===== src/rtl/ads1115_pkg.sv =====
// Shared definitions for the ADS1115 scan sequencer: byte-engine opcodes,
// register pointers, Config field layout and sequencer states.
package ads1115_pkg;

   localparam logic [1:0] OP_START = 2'b00;
   localparam logic [1:0] OP_WRITE = 2'b01;
   localparam logic [1:0] OP_READ  = 2'b10;
   localparam logic [1:0] OP_STOP  = 2'b11;

   localparam logic [7:0] REG_CONV   = 8'h00;
   localparam logic [7:0] REG_CONFIG = 8'h01;

   localparam int CFG_OS_BIT   = 15;
   localparam int CFG_MUX_LSB  = 12;
   localparam int CFG_PGA_LSB  = 9;
   localparam int CFG_MODE_BIT = 8;
   localparam int CFG_DR_LSB   = 5;
   localparam logic [4:0] CFG_COMP_OFF = 5'b00011;

   typedef enum logic [2:0] {
      ST_IDLE, ST_CFG, ST_WAIT, ST_PTR, ST_RD, ST_DONE, ST_ABORT
   } state_t;

   typedef struct packed {
      logic [1:0] op;
      logic [7:0] wdata;
      logic       nack;
   } cmd_t;

   // Single-shot, single-ended AINch conversion with the comparator disabled.
   function automatic logic [15:0] config_word(input logic [1:0] ch,
                                               input logic [2:0] pga,
                                               input logic [2:0] dr);
      logic [15:0] w;
      w = '0;
      w[CFG_OS_BIT]          = 1'b1;
      w[CFG_MUX_LSB + 2]     = 1'b1;
      w[CFG_MUX_LSB +: 2]    = ch;
      w[CFG_PGA_LSB +: 3]    = pga;
      w[CFG_MODE_BIT]        = 1'b1;
      w[CFG_DR_LSB +: 3]     = dr;
      w[4:0]                 = CFG_COMP_OFF;
      return w;
   endfunction

endpackage


===== src/rtl/ads1115_chan_picker.sv =====
// Combinational round-robin picker: first enabled channel at or after start,
// wrapping 3 -> 0. Callers only consult it with a non-zero mask.
module ads1115_chan_picker
   import ads1115_pkg::*;
(
   input  logic [3:0] mask,
   input  logic [1:0] start,
   output logic [1:0] ch
);

   // Scan from the farthest offset down so the nearest enabled channel wins.
   always_comb begin
      ch = start;
      for (int i = 3; i >= 0; i--) begin
         if (mask[start + 2'(i)]) ch = start + 2'(i);
      end
   end

endmodule


===== src/rtl/ads1115_scan_sequencer.sv =====
// Drives a byte-level I2C engine to scan enabled ADS1115 channels round-robin:
// Config write, conversion wait, pointer set, 16-bit read, tagged result out.
module ads1115_scan_sequencer
   import ads1115_pkg::*;
#(
   parameter logic [6:0]  DEV_ADDR  = 7'h48,
   parameter logic [2:0]  PGA       = 3'b001,
   parameter logic [2:0]  DR        = 3'b100,
   parameter int unsigned CONV_WAIT = 1_000_000
) (
   input  logic        clk,
   input  logic        reset,
   input  logic        run,
   input  logic [3:0]  chan_en,
   output logic        cmd_valid,
   input  logic        cmd_ready,
   output logic [1:0]  cmd_op,
   output logic [7:0]  cmd_wdata,
   output logic        cmd_nack,
   input  logic        rsp_valid,
   input  logic [7:0]  rsp_rdata,
   input  logic        rsp_nack,
   output logic        sample_valid,
   output logic [15:0] sample_data,
   output logic [1:0]  sample_ch,
   output logic        busy,
   output logic        err
);

   localparam int CNT_NAT = $clog2(CONV_WAIT + 1);
   localparam int CNT_W   = (CNT_NAT > 20) ? CNT_NAT : 20;

   state_t           state, state_n;
   logic [2:0]       step;
   logic             wait_rsp;
   logic [1:0]       ch, ptr, pick_start, pick_ch;
   logic [CNT_W-1:0] wait_cnt;
   logic [7:0]       rx_msb, rx_lsb;
   logic             run_q;
   cmd_t             cmd;
   logic             step_inc, issue, load_ch, chan_end, abort_set;

   function automatic cmd_t cmd_lookup(input state_t s, input logic [2:0] stp,
                                       input logic [1:0] c);
      logic [15:0] cfg;
      cmd_t        k;
      cfg     = config_word(c, PGA, DR);
      k.op    = OP_STOP;
      k.wdata = 8'h00;
      k.nack  = 1'b0;
      case (s)
         ST_CFG: case (stp)
            3'd0: k.op = OP_START;
            3'd1: begin k.op = OP_WRITE; k.wdata = {DEV_ADDR, 1'b0}; end
            3'd2: begin k.op = OP_WRITE; k.wdata = REG_CONFIG; end
            3'd3: begin k.op = OP_WRITE; k.wdata = cfg[15:8]; end
            3'd4: begin k.op = OP_WRITE; k.wdata = cfg[7:0]; end
            default: ;
         endcase
         ST_PTR: case (stp)
            3'd0: k.op = OP_START;
            3'd1: begin k.op = OP_WRITE; k.wdata = {DEV_ADDR, 1'b0}; end
            3'd2: begin k.op = OP_WRITE; k.wdata = REG_CONV; end
            default: ;
         endcase
         ST_RD: case (stp)
            3'd0: k.op = OP_START;
            3'd1: begin k.op = OP_WRITE; k.wdata = {DEV_ADDR, 1'b1}; end
            3'd2: k.op = OP_READ;
            3'd3: begin k.op = OP_READ; k.nack = 1'b1; end
            default: ;
         endcase
         default: ;
      endcase
      return k;
   endfunction

   // Leaving IDLE resumes from the stored pointer; otherwise continue after ch.
   assign pick_start = (state == ST_IDLE) ? ptr : ch + 2'd1;

   ads1115_chan_picker u_picker (
      .mask  (chan_en),
      .start (pick_start),
      .ch    (pick_ch)
   );

   always_comb begin
      state_n   = state;
      cmd       = cmd_lookup(state, step, ch);
      cmd_valid = 1'b0;
      step_inc  = 1'b0;
      issue     = 1'b0;
      load_ch   = 1'b0;
      chan_end  = 1'b0;
      abort_set = 1'b0;
      case (state)
         ST_IDLE: begin
            if (run && |chan_en) begin
               state_n = ST_CFG;
               load_ch = 1'b1;
            end
         end
         ST_CFG, ST_PTR, ST_RD: begin
            if (wait_rsp) begin
               if (rsp_valid) begin
                  if (rsp_nack) begin
                     state_n   = ST_ABORT;
                     abort_set = 1'b1;
                  end else begin
                     step_inc = 1'b1;
                  end
               end
            end else begin
               cmd_valid = 1'b1;
               if (cmd_ready) begin
                  case (cmd.op)
                     OP_START: step_inc = 1'b1;
                     OP_STOP:  state_n  = (state == ST_CFG) ? ST_WAIT :
                                          (state == ST_PTR) ? ST_RD : ST_DONE;
                     default:  issue    = 1'b1;
                  endcase
               end
            end
         end
         ST_WAIT: begin
            if (wait_cnt == CNT_W'(CONV_WAIT - 1)) state_n = ST_PTR;
         end
         ST_DONE, ST_ABORT: begin
            cmd_valid = (state == ST_ABORT);
            if (state == ST_DONE || cmd_ready) begin
               chan_end = 1'b1;
               if (run && |chan_en) begin
                  state_n = ST_CFG;
                  load_ch = 1'b1;
               end else begin
                  state_n = ST_IDLE;
               end
            end
         end
         default: state_n = ST_IDLE;
      endcase
      cmd_op    = cmd_valid ? cmd.op    : OP_START;
      cmd_wdata = cmd_valid ? cmd.wdata : 8'h00;
      cmd_nack  = cmd_valid ? cmd.nack  : 1'b0;
   end

   assign sample_valid = (state == ST_DONE);
   assign busy         = (state != ST_IDLE);

   always_ff @(posedge clk) begin
      if (!reset) state <= ST_IDLE;
      else        state <= state_n;
   end

   always_ff @(posedge clk) begin
      if (!reset) begin
         step        <= 3'd0;
         wait_rsp    <= 1'b0;
         ch          <= 2'd0;
         ptr         <= 2'd0;
         wait_cnt    <= '0;
         run_q       <= 1'b0;
         err         <= 1'b0;
         sample_data <= 16'h0000;
         sample_ch   <= 2'd0;
      end else begin
         run_q    <= run;
         step     <= (state_n != state) ? 3'd0 : step + {2'b00, step_inc};
         wait_cnt <= (state == ST_WAIT) ? wait_cnt + CNT_W'(1) : '0;
         if (state_n != state)          wait_rsp <= 1'b0;
         else if (issue)                wait_rsp <= 1'b1;
         else if (wait_rsp && rsp_valid) wait_rsp <= 1'b0;
         if (load_ch)  ch  <= pick_ch;
         if (chan_end) ptr <= ch + 2'd1;
         // A fresh run request clears the sticky flag even if a NACK lands now.
         if (run && !run_q)  err <= 1'b0;
         else if (abort_set) err <= 1'b1;
         if (state == ST_RD && state_n == ST_DONE) begin
            sample_data <= {rx_msb, rx_lsb};
            sample_ch   <= ch;
         end
      end
   end

   always_ff @(posedge clk) begin
      if (state == ST_RD && wait_rsp && rsp_valid) begin
         if (step == 3'd2) rx_msb <= rsp_rdata;
         if (step == 3'd3) rx_lsb <= rsp_rdata;
      end
   end

endmodule


===== config.mk =====
export PLATFORM = sky130hd
export DESIGN_NAME = ads1115_scan_sequencer
export DESIGN_NICKNAME = d
export VERILOG_FILES = /design/src/rtl/ads1115_pkg.sv /design/src/rtl/ads1115_chan_picker.sv /design/src/rtl/ads1115_scan_sequencer.sv
export SDC_FILE = /design/constraint.sdc
export NUM_CORES = 1
export LEC_CHECK = 0
export ABC_AREA = 0
export BUFFER_PORTS_ARGS = -buffer_cell sky130_fd_sc_hd__buf_2
export CORE_AREA = 2 2 89 91
export DETAILED_ROUTE_END_ITERATION = 8
export DIE_AREA = 0 0 91 93
export REMOVE_ABC_BUFFERS = 1
export SLEW_MARGIN = 20
export SYNTH_ARGS = -nofsm -noshare
export SYNTH_HDL_FRONTEND = slang
export SYNTH_SLANG_ARGS = --single-unit
export TNS_END_PERCENT = 20

===== constraint.sdc =====
create_clock -name clk -period 6.8 [get_ports clk]
set_clock_uncertainty 0.15 [all_clocks]
set_input_delay 0.68 -clock clk [delete_from_list [all_inputs] [get_ports clk]]
set_output_delay 0.68 -clock clk [all_outputs]
set_load 0.05 [all_outputs]

== Word-level counts from Yosys, hierarchy flattened ==
Index checks and enable logic that the tools add are counted.
Cells by class
  eq/ne operators: 14
  order comparisons: 4
  mux-type cells: 60
  reduce and logical (&&, ||, !) cells: 25
  bitwise gates (word level): 1
  $add $sub $neg: 6
Operators by type and width (count)
  8-bit case mux with 4 select lines: 1
  1-bit two-way mux: 30
  10-bit case mux with 3 select lines: 1
  3-bit two-way mux: 9
  8-bit two-way mux: 3
  20-bit by 1-bit adder with 20-bit output, second input constant: 1
  20-bit == test, second input constant: 1
  3-bit == test, second input constant: 5
  3-bit by 2-bit == test with 1-bit output, second input constant: 4
  2-bit by 3-bit less-than comparator with 1-bit output, second input constant: 4
  2-bit two-way mux: 6
  3-bit case mux with 4 select lines: 1
  2-bit OR reduction: 6
  1-bit binary-select mux with 2-bit select: 4
  2-bit case mux with 2 select lines: 2
  4-bit OR reduction: 2
  3-bit by 1-bit == test with 1-bit output, second input constant: 2
  1-bit logical AND: 6
  3-bit logical NOT: 2
  2-bit case mux with 3 select lines: 1
  2-bit AND reduction: 3
  2-bit by 1-bit adder with 2-bit output, second input constant: 2
  2-bit adder, second input constant: 2
  1-bit case mux with 2 select lines: 2
  other kinds (10): 10
Storage, ports and cells
  input port bits: 18
  output and inout port bits: 33
  register bits after elaboration: 67
  logic and storage cells: 122

== Longest topological paths before layout ==
Gate-level depths: netlist of run 1.
  depth in word-level cells: 11
  depth in mapped cells: 13

== Hierarchy ==
From an unflattened synthesis of run 1, not the netlist that was laid out.
Second synthesis, totals
  cell total of the unflattened synthesis: 352
  area, all modules: 3228.1 um^2
By module, submodules not included
  ads1115_scan_sequencer: instances 1, area each 3144.3 um^2, seq. area each 1501.4 um^2, cells each 337
  ads1115_chan_picker: instances 1, area each 83.8 um^2, seq. area each 0.0 um^2, cells each 15

== Worst setup path after synthesis of run 1 ==
OpenSTA, ideal clock, no wires.
  kind: reg-to-output
  start point: reg state[0]
  end point: out cmd_wdata[4]
  setup slack: 2395 ps
  cell stages (with the launch flop): 7
  required time: 5970 ps
  buffers on the path: 1
  data arrival time: 3575 ps
  path through: dfxtp_1 > buf_2 > nor2b_1 > a2bb2oi_1 > o22ai_1 > nand2_1 > a2111oi_0
On the way
  word-level cells in the longest chain between the ends: 4
  elaborated cells on any way between the ends: 10
  classes of those cells: eq/ne: 5; mux: 3; reduce/logical: 2
Ends and longest elaborated chain
  from (decl): line ads1115_scan_sequencer.sv:33  | state_t state, state_n;
  from (signal assigned): line ads1115_scan_sequencer.sv:152  | else state <= state_n;
  3-bit by 1-bit == test with 1-bit output, or another cell as far along: line ads1115_scan_sequencer.sv:51, ads1115_scan_sequencer.sv:96
  3-bit OR reduction / 2-bit OR reduction (equally long branches): line ads1115_scan_sequencer.sv:96  | case (state)
  1-bit case mux with 2 select lines: line ads1115_scan_sequencer.sv:96
  8-bit two-way mux *: line ads1115_scan_sequencer.sv:143  | cmd_wdata = cmd_valid ? cmd.wdata : 8'h00;
  to (decl): line ads1115_scan_sequencer.sv:18  | output logic [7:0] cmd_wdata,
Mark *: on every way between the ends. The rest lies on a longest branch, timed or not.

== Worst setup path in the final report of run 1 ==
  start point: reg state[0]
  end point: reg state[0]
On the way
  word-level cells in the longest chain between the ends: 7
  elaborated cells on any way between the ends: 23
  classes of those cells: eq/ne: 7; mux: 12; reduce/logical: 4
Ends and longest elaborated chain
  3-bit == test, or another cell as far along: line ads1115_scan_sequencer.sv:51, ads1115_scan_sequencer.sv:96
  10-bit case mux with 3 select lines / 1-bit two-way mux (equally long branches): line ads1115_scan_sequencer.sv:51, ads1115_scan_sequencer.sv:119
  2-bit == test / 3-bit two-way mux (equally long branches): line ads1115_scan_sequencer.sv:116, ads1115_scan_sequencer.sv:118
  3-bit two-way mux: line ads1115_scan_sequencer.sv:116  | case (cmd.op)
  3-bit two-way mux: line ads1115_scan_sequencer.sv:115  | if (cmd_ready) begin
  3-bit two-way mux: line ads1115_scan_sequencer.sv:104  | if (wait_rsp) begin
  3-bit case mux with 4 select lines *: line ads1115_scan_sequencer.sv:96
Marked as above.
A chain may end at the register's enable or synchronous reset.

==> impl_metrics.ini, run 1 <==
[run_status]
status = finished, final reports clean

[clock_tree]
cts_buffers = 9
cts_root_buf = clkbuf_8
postCtsSetupRepairBufs = 0
cts_resized = 0
clock-sinks = 67
cts_tree = done
ctsHtreeMaxLevel = 3
clock_latency_ns = 0.34
hold_buffers = 0
clk_pin_slew_worst_paths_ns = 0.07
clockBufferDepth = 2

[detailed_routing]
drt-pass1-iter-count = 4
routed_wl_um = 7000
drc = 0
detailroute.via_count = 2641
wl_per_cell_um = 13.7
via_per_inst = 5.18
detail-route-antenna-nets = 0
drtIter0Drc = 179

[pwr]
p_sw_share_pct = 25.7
p_leak_uw = 0.00145
internal_power_uw = 653
pwr-share-clk_pct = 40.7
power.switching_uw = 226
peakVddDrop_uv = 111
pwr_density_cell_nw_per_um2 = 237
combPwrFrac_pct = 11.1
p_seq_share_pct = 48.2
power.total_uw = 879

[finish]
layout_common_cells = 56 x nand2_1, 51 x dfxtp_1, 48 x buf_2, 34 x nor2_1
stdcell_area_um2 = 3710
antenna_cells = 0
final_common_cell = nand2_1
fillerInstances = 772
fin_nets = 426
syn2layout_area_growth_pct = 15.5
drive_above_1_share_pct = 17.2

[synth]
ys_types = 51
synthArstFlopShare_pct = 0
synth.area.top_cells = dfxtp_1 32%, edfxtp_1 15%, nand2_1 6.5%
synth_seq_cells = 67
syn_area_um2 = 3210
synth_cells = 365
yosysWarnings = 0
synth_top_area_share_pct = 31.8
yosysSeqAreaShare_pct = 46.7
yosysTopAreaCell = dfxtp_1
syn_area_per_cell_um2 = 8.80
synth-edff-count = 16
ys.flop_type = dfxtp_1

[sta]
max_slew_margin_pct = 43.7
fmax_mhz = 265
fin_crit_ns = 3.78
finalCritPeriodShare_pct = 55.6
setup_viol = 0
finalMaxSlewViolations = 0
setup-tns-final_ns = 0
rsz0062_at_grt = false
hold_viol_final = 0
worstMarginPinSlew_ns = 0.838

[worst_setup_path]
crit_required_ns = 6.88
cp_max_fo = 23
worstSetupPathType = flop to flop
r2r_start = state[0]$_SDFF_PN0_
end_kind = flop
crit_arrival_ns = 3.86
r2r_end = state[0]$_SDFF_PN0_
critPathLaunchType = flop
ff2ff_setup_slack_ns = 3.02
rr_worst_depth = 10

[hold_path]
hold_depth = 2
holdPathEnd = sample_data[2]$_SDFFE_PN0P_
min_from = sample_data[2]$_SDFFE_PN0P_
min_path_type = flop to flop

[die]
io_pins = 51
chipHeight_um = 93
start_util_pct = 42.7
dieArea_um2 = 8460
die_w_um = 91
num_rows = 32
core_um2 = 7530

[grt]
track_usage_pct = 17.5
grt_pass1_vias = 2549
grt_max_degree = 32
gr-total-overflow = 0
antenna_found_initial = 0
grt_pass1_wl_um = 11800

[placed_design]
dpl_cell_area_um2 = 3490
port_buffers = 48
routabilityCongestion = 0.894
hpwl_um = 4870

[flow_run]
maxCapViolations = 0
-- registers in the layout (all words and copies together) (netlist names) --
name and flops:
sample_data 16, run_q 1, wait_cnt 20, rx_lsb 8, state 3, step 3, rx_msb 8, ptr 2
sample_ch 2, err 1, ch 2, wait_rsp 1
-- how the worst max path moves through the flow --
stage | from | endpoint | slack, ns | depth (start not counted)
after floorplan | state[0]$_SDFF_PN0_ | cmd_wdata[4] | 2.29 | 5
after global placement | state[0]$_SDFF_PN0_ | state[0]$_SDFF_PN0_ | 3.21 | 10
after detailed placement | state[0]$_SDFF_PN0_ | state[0]$_SDFF_PN0_ | 3.11 | 10
after CTS | state[0]$_SDFF_PN0_ | state[0]$_SDFF_PN0_ | 3.09 | 10
after global routing | state[0]$_SDFF_PN0_ | state[0]$_SDFF_PN0_ | 2.67 | 10
final | state[0]$_SDFF_PN0_ | state[0]$_SDFF_PN0_ | 3.02 | 10
-- power groups by stage --
stage                     logic, uW  clock network [uW]  registers, uW
after floorplan                70.1                   0            430
after global placement         96.9                   0            432
final                          97.3                 358            424
after detailed placement       97.4                   0            433
after global routing            109                 386            425
after CTS                      97.8                 370            424
-- synth_stat cells (2+ instances only) --
cell type,n
nor3_1,9
buf_4,2
inv_1,9
o211a_1,2
edfxtp_1,16
ha_1,5
a21boi_0,18
nor2b_1,8
a31oi_1,2
and3_1,11
mux2i_1,4
or3_1,2
a21oi_1,14
nor3b_1,3
xor2_1,18
nor2_1,34
buf_2,4
o21ai_0,13
nand2_1,56
nand2b_1,4
a21o_1,2
nand4_1,11
nand3b_1,5
clkbuf_1,16
and4_1,2
a211oi_1,2
and2_1,5
o22ai_1,4
dfxtp_1,51
xnor2_1,4
nand3_1,9
-- final cells by class --
cell class / count / area, um2 / share of cell area [%]
clock inverters: 6 / 88.8 / 2.40
flip-flops and latches: 67 / 1500 / 40.5
well taps: 102 / 128 / 3.44
multi-input cells: 267 / 1580 / 42.6
repair buffers: 49 / 248 / 6.68
inverters: 9 / 33.8 / 0.911
clock buffers: 10 / 128 / 3.44
-- metrics by stage --
step / cells / utilization (%) / hold WS (ns) / worst slack, ns
detailed placement: 494 / 46.4 / 0.305 / 3.11
CTS: 510 / 49.3 / 0.315 / 3.09
floorplan: 343 / - / 0.288 / 2.29
global route: 510 / 49.3 / 0.345 / 2.67
global placement: 494 / 46.4 / 0.298 / 3.21
finish: 510 / 49.3 / 0.309 / 3.02
-- metal layers --
metal	GRT usage, %	wire [um]	vias up
li1	-	-	1334
met1	21.4	3260	1232
met2	29.2	3270	62
met3	3.71	312	13
met4	8.59	160	0
met5	0	0	-
-- cell families after synthesis --
group	Yosys count	share of synthesized area, %
other	1	0.117
adders and majority gates	5	1.95
and+or+nand+nor	168	26.0
muxes	5	1.71
buffers and inverters	32	4.13
DFF	67	46.7
AOI/OAI and AO/OA	65	13.4
xor gates and xnor gates	22	6.00
-- worst max-delay path, stage by stage (launching register included) --
cell      delay, ns
dfxtp_1        0.75
nor2b_1        0.42
a21oi_1        0.13
a211oi_1       0.39
inv_1          0.10
ha_1           0.24
nand3b_1       0.17
or2_1          0.62
nand2_1        0.10
a211o_2        0.42
and2_1         0.17
Power figures use the tool's default switching activity.
==> run 2: changes to the inputs <==
==> constraint.sdc (replaced) <==
create_clock -name clk -period 3.56 [get_ports clk]
set_clock_uncertainty 0.15 [all_clocks]
set_input_delay 0.356 -clock clk [delete_from_list [all_inputs] [get_ports clk]]
set_output_delay 0.356 -clock clk [all_outputs]
set_load 0.05 [all_outputs]
==> impl_metrics.ini, run 2 (synthesis results as in run 1) <==
[worst_setup_path]
crit_arrival_ns = 3.06
cpPeakStageDelay_ns = 0.55
end_kind = flop
crit_required_ns = 3.64
cp_cell_sequence = or3b_1, o32ai_1, inv_1, ha_1, nand3b_1, or2_1, nand2_1, a211o_2, and2_1
ff2ff_setup_slack_ns = 0.58
worstSetupPathType = flop to flop
critPathLaunchType = flop
slowest_stage = dfxtp_1
cp_max_fo = 14
rr_worst_depth = 9

[detailed_routing]
detail-route-antenna-nets = 0
drtIter0Drc = 91
drc = 0
detailroute.via_count = 2611
via_per_inst = 5.07
drt-pass1-iter-count = 4
wl_per_cell_um = 13.5
routed_wl_um = 6930

[clock_tree]
clk_pin_slew_worst_paths_ns = 0.08
cts_buffers = 9
cts_root_buf = clkbuf_8
clockBufferDepth = 2
ctsHtreeMaxLevel = 3
clock_latency_ns = 0.34
postCtsSetupRepairBufs = 0
hold_buffers = 0
cts_tree = done
cts_resized = 0
clock-sinks = 67

[sta]
max_slew_margin_pct = 45.8
fin_crit_ns = 2.98
fmax_mhz = 336
setup-tns-final_ns = 0
rsz0062_at_grt = false
hold_viol_final = 0
setup_viol = 0
finalCritPeriodShare_pct = 83.7
worstMarginPinSlew_ns = 0.810
worst_hold_slack_ns = 0.0544
finalMaxSlewViolations = 0

[grt]
gr-total-overflow = 0
grt_pass1_vias = 2381
grt_max_degree = 32
track_usage_pct = 16.8
antenna_found_initial = 0
grt_pass1_wl_um = 11400

[pwr]
p_leak_uw = 0.00146
peakVddDrop_uv = 163
pwr_density_cell_nw_per_um2 = 416

[die]
chipHeight_um = 93
start_util_pct = 42.7
core_um2 = 7530
io_pins = 51
dieArea_um2 = 8460
num_rows = 32
die_w_um = 91

[finish]
fin_nets = 431
antenna_cells = 0
drive_above_1_share_pct = 18.2
reg_top3 = wait_cnt x20, sample_data x16
fillerInstances = 756
syn2layout_area_growth_pct = 15.1
final_common_cell = nand2_1
regMostFlops = wait_cnt
largest_reg_flops = 20
layout_common_cells = 56 x nand2_1, 51 x dfxtp_1, 48 x buf_2, 34 x nor2_1

[run_status]
status = finished, final reports clean

[placed_design]
hpwl_um = 4900
port_buffers = 48
routabilityCongestion = 0.861

[hold_path]
min_path_type = input pin to flop
hold_depth = 1

[flow_run]
maxCapViolations = 0
-- run 2: metal layers --
metal | vias up | global-route usage [%] | wire length [um] | share of wire (%)
met2 | 61 | 26.8 | 3190 | 46
met5 | - | 0 | 0 | 0
li1 | 1349 | - | - | -
met3 | 8 | 3.30 | 276 | 4.0
met1 | 1193 | 22.2 | 3360 | 48
met4 | 0 | 7.58 | 102 | 1.5
-- run 2: power by group --
group	internal (uW)	total (uW)	switching [uW]
Combinational	70.5	207	136
Sequential	786	796	10.6
Clock	250	534	285
Total	1110	1540	432
-- run 2: layout make-up --
class | count | area, um2 | area share (%)
clock buffer | 9 | 124 | 3.35
clock inverter | 7 | 43.8 | 1.18
inverter | 9 | 33.8 | 0.914
multi-input combinational | 267 | 1580 | 42.8
sequential | 67 | 1500 | 40.6
tap | 102 | 128 | 3.45
timing repair buffer | 54 | 285 | 7.72
-- run 2: critical path: cells and delay by family, from the launching register on --
| family | cells | cell delay, ns |
|---|---|---|
| fa+ha+maj | 1 | 0.22 |
| simple gates | 5 | 1.07 |
| buf+inv | 1 | 0.08 |
| flops | 1 | 0.55 |
| compound gates | 2 | 0.80 |
-- run 2: worst paths after layout --
path                                               endpoint                         from
worst max-delay path                    state[0]$_SDFF_PN0_          state[2]$_SDFF_PN0_
worst min-delay path                    rx_lsb[4]$_DFFE_PP_                 rsp_rdata[4]
worst max register to register          state[0]$_SDFF_PN0_          state[2]$_SDFF_PN0_
worst min register to register  sample_data[7]$_SDFFE_PN0P_  sample_data[7]$_SDFFE_PN0P_
-- run 2: through the flow --
stage,setup WS (ns),util [%],instance area [um2],instances,power [uW]
finish,0.581,49.1,3700,515,1540
global route,0.397,49.1,3700,515,1610
CTS,0.588,49.1,3700,515,1560
detailed placement,0.635,46.9,3530,499,1020
global placement,0.708,46.9,3530,499,1020
floorplan,-0.630,-,3120,343,955
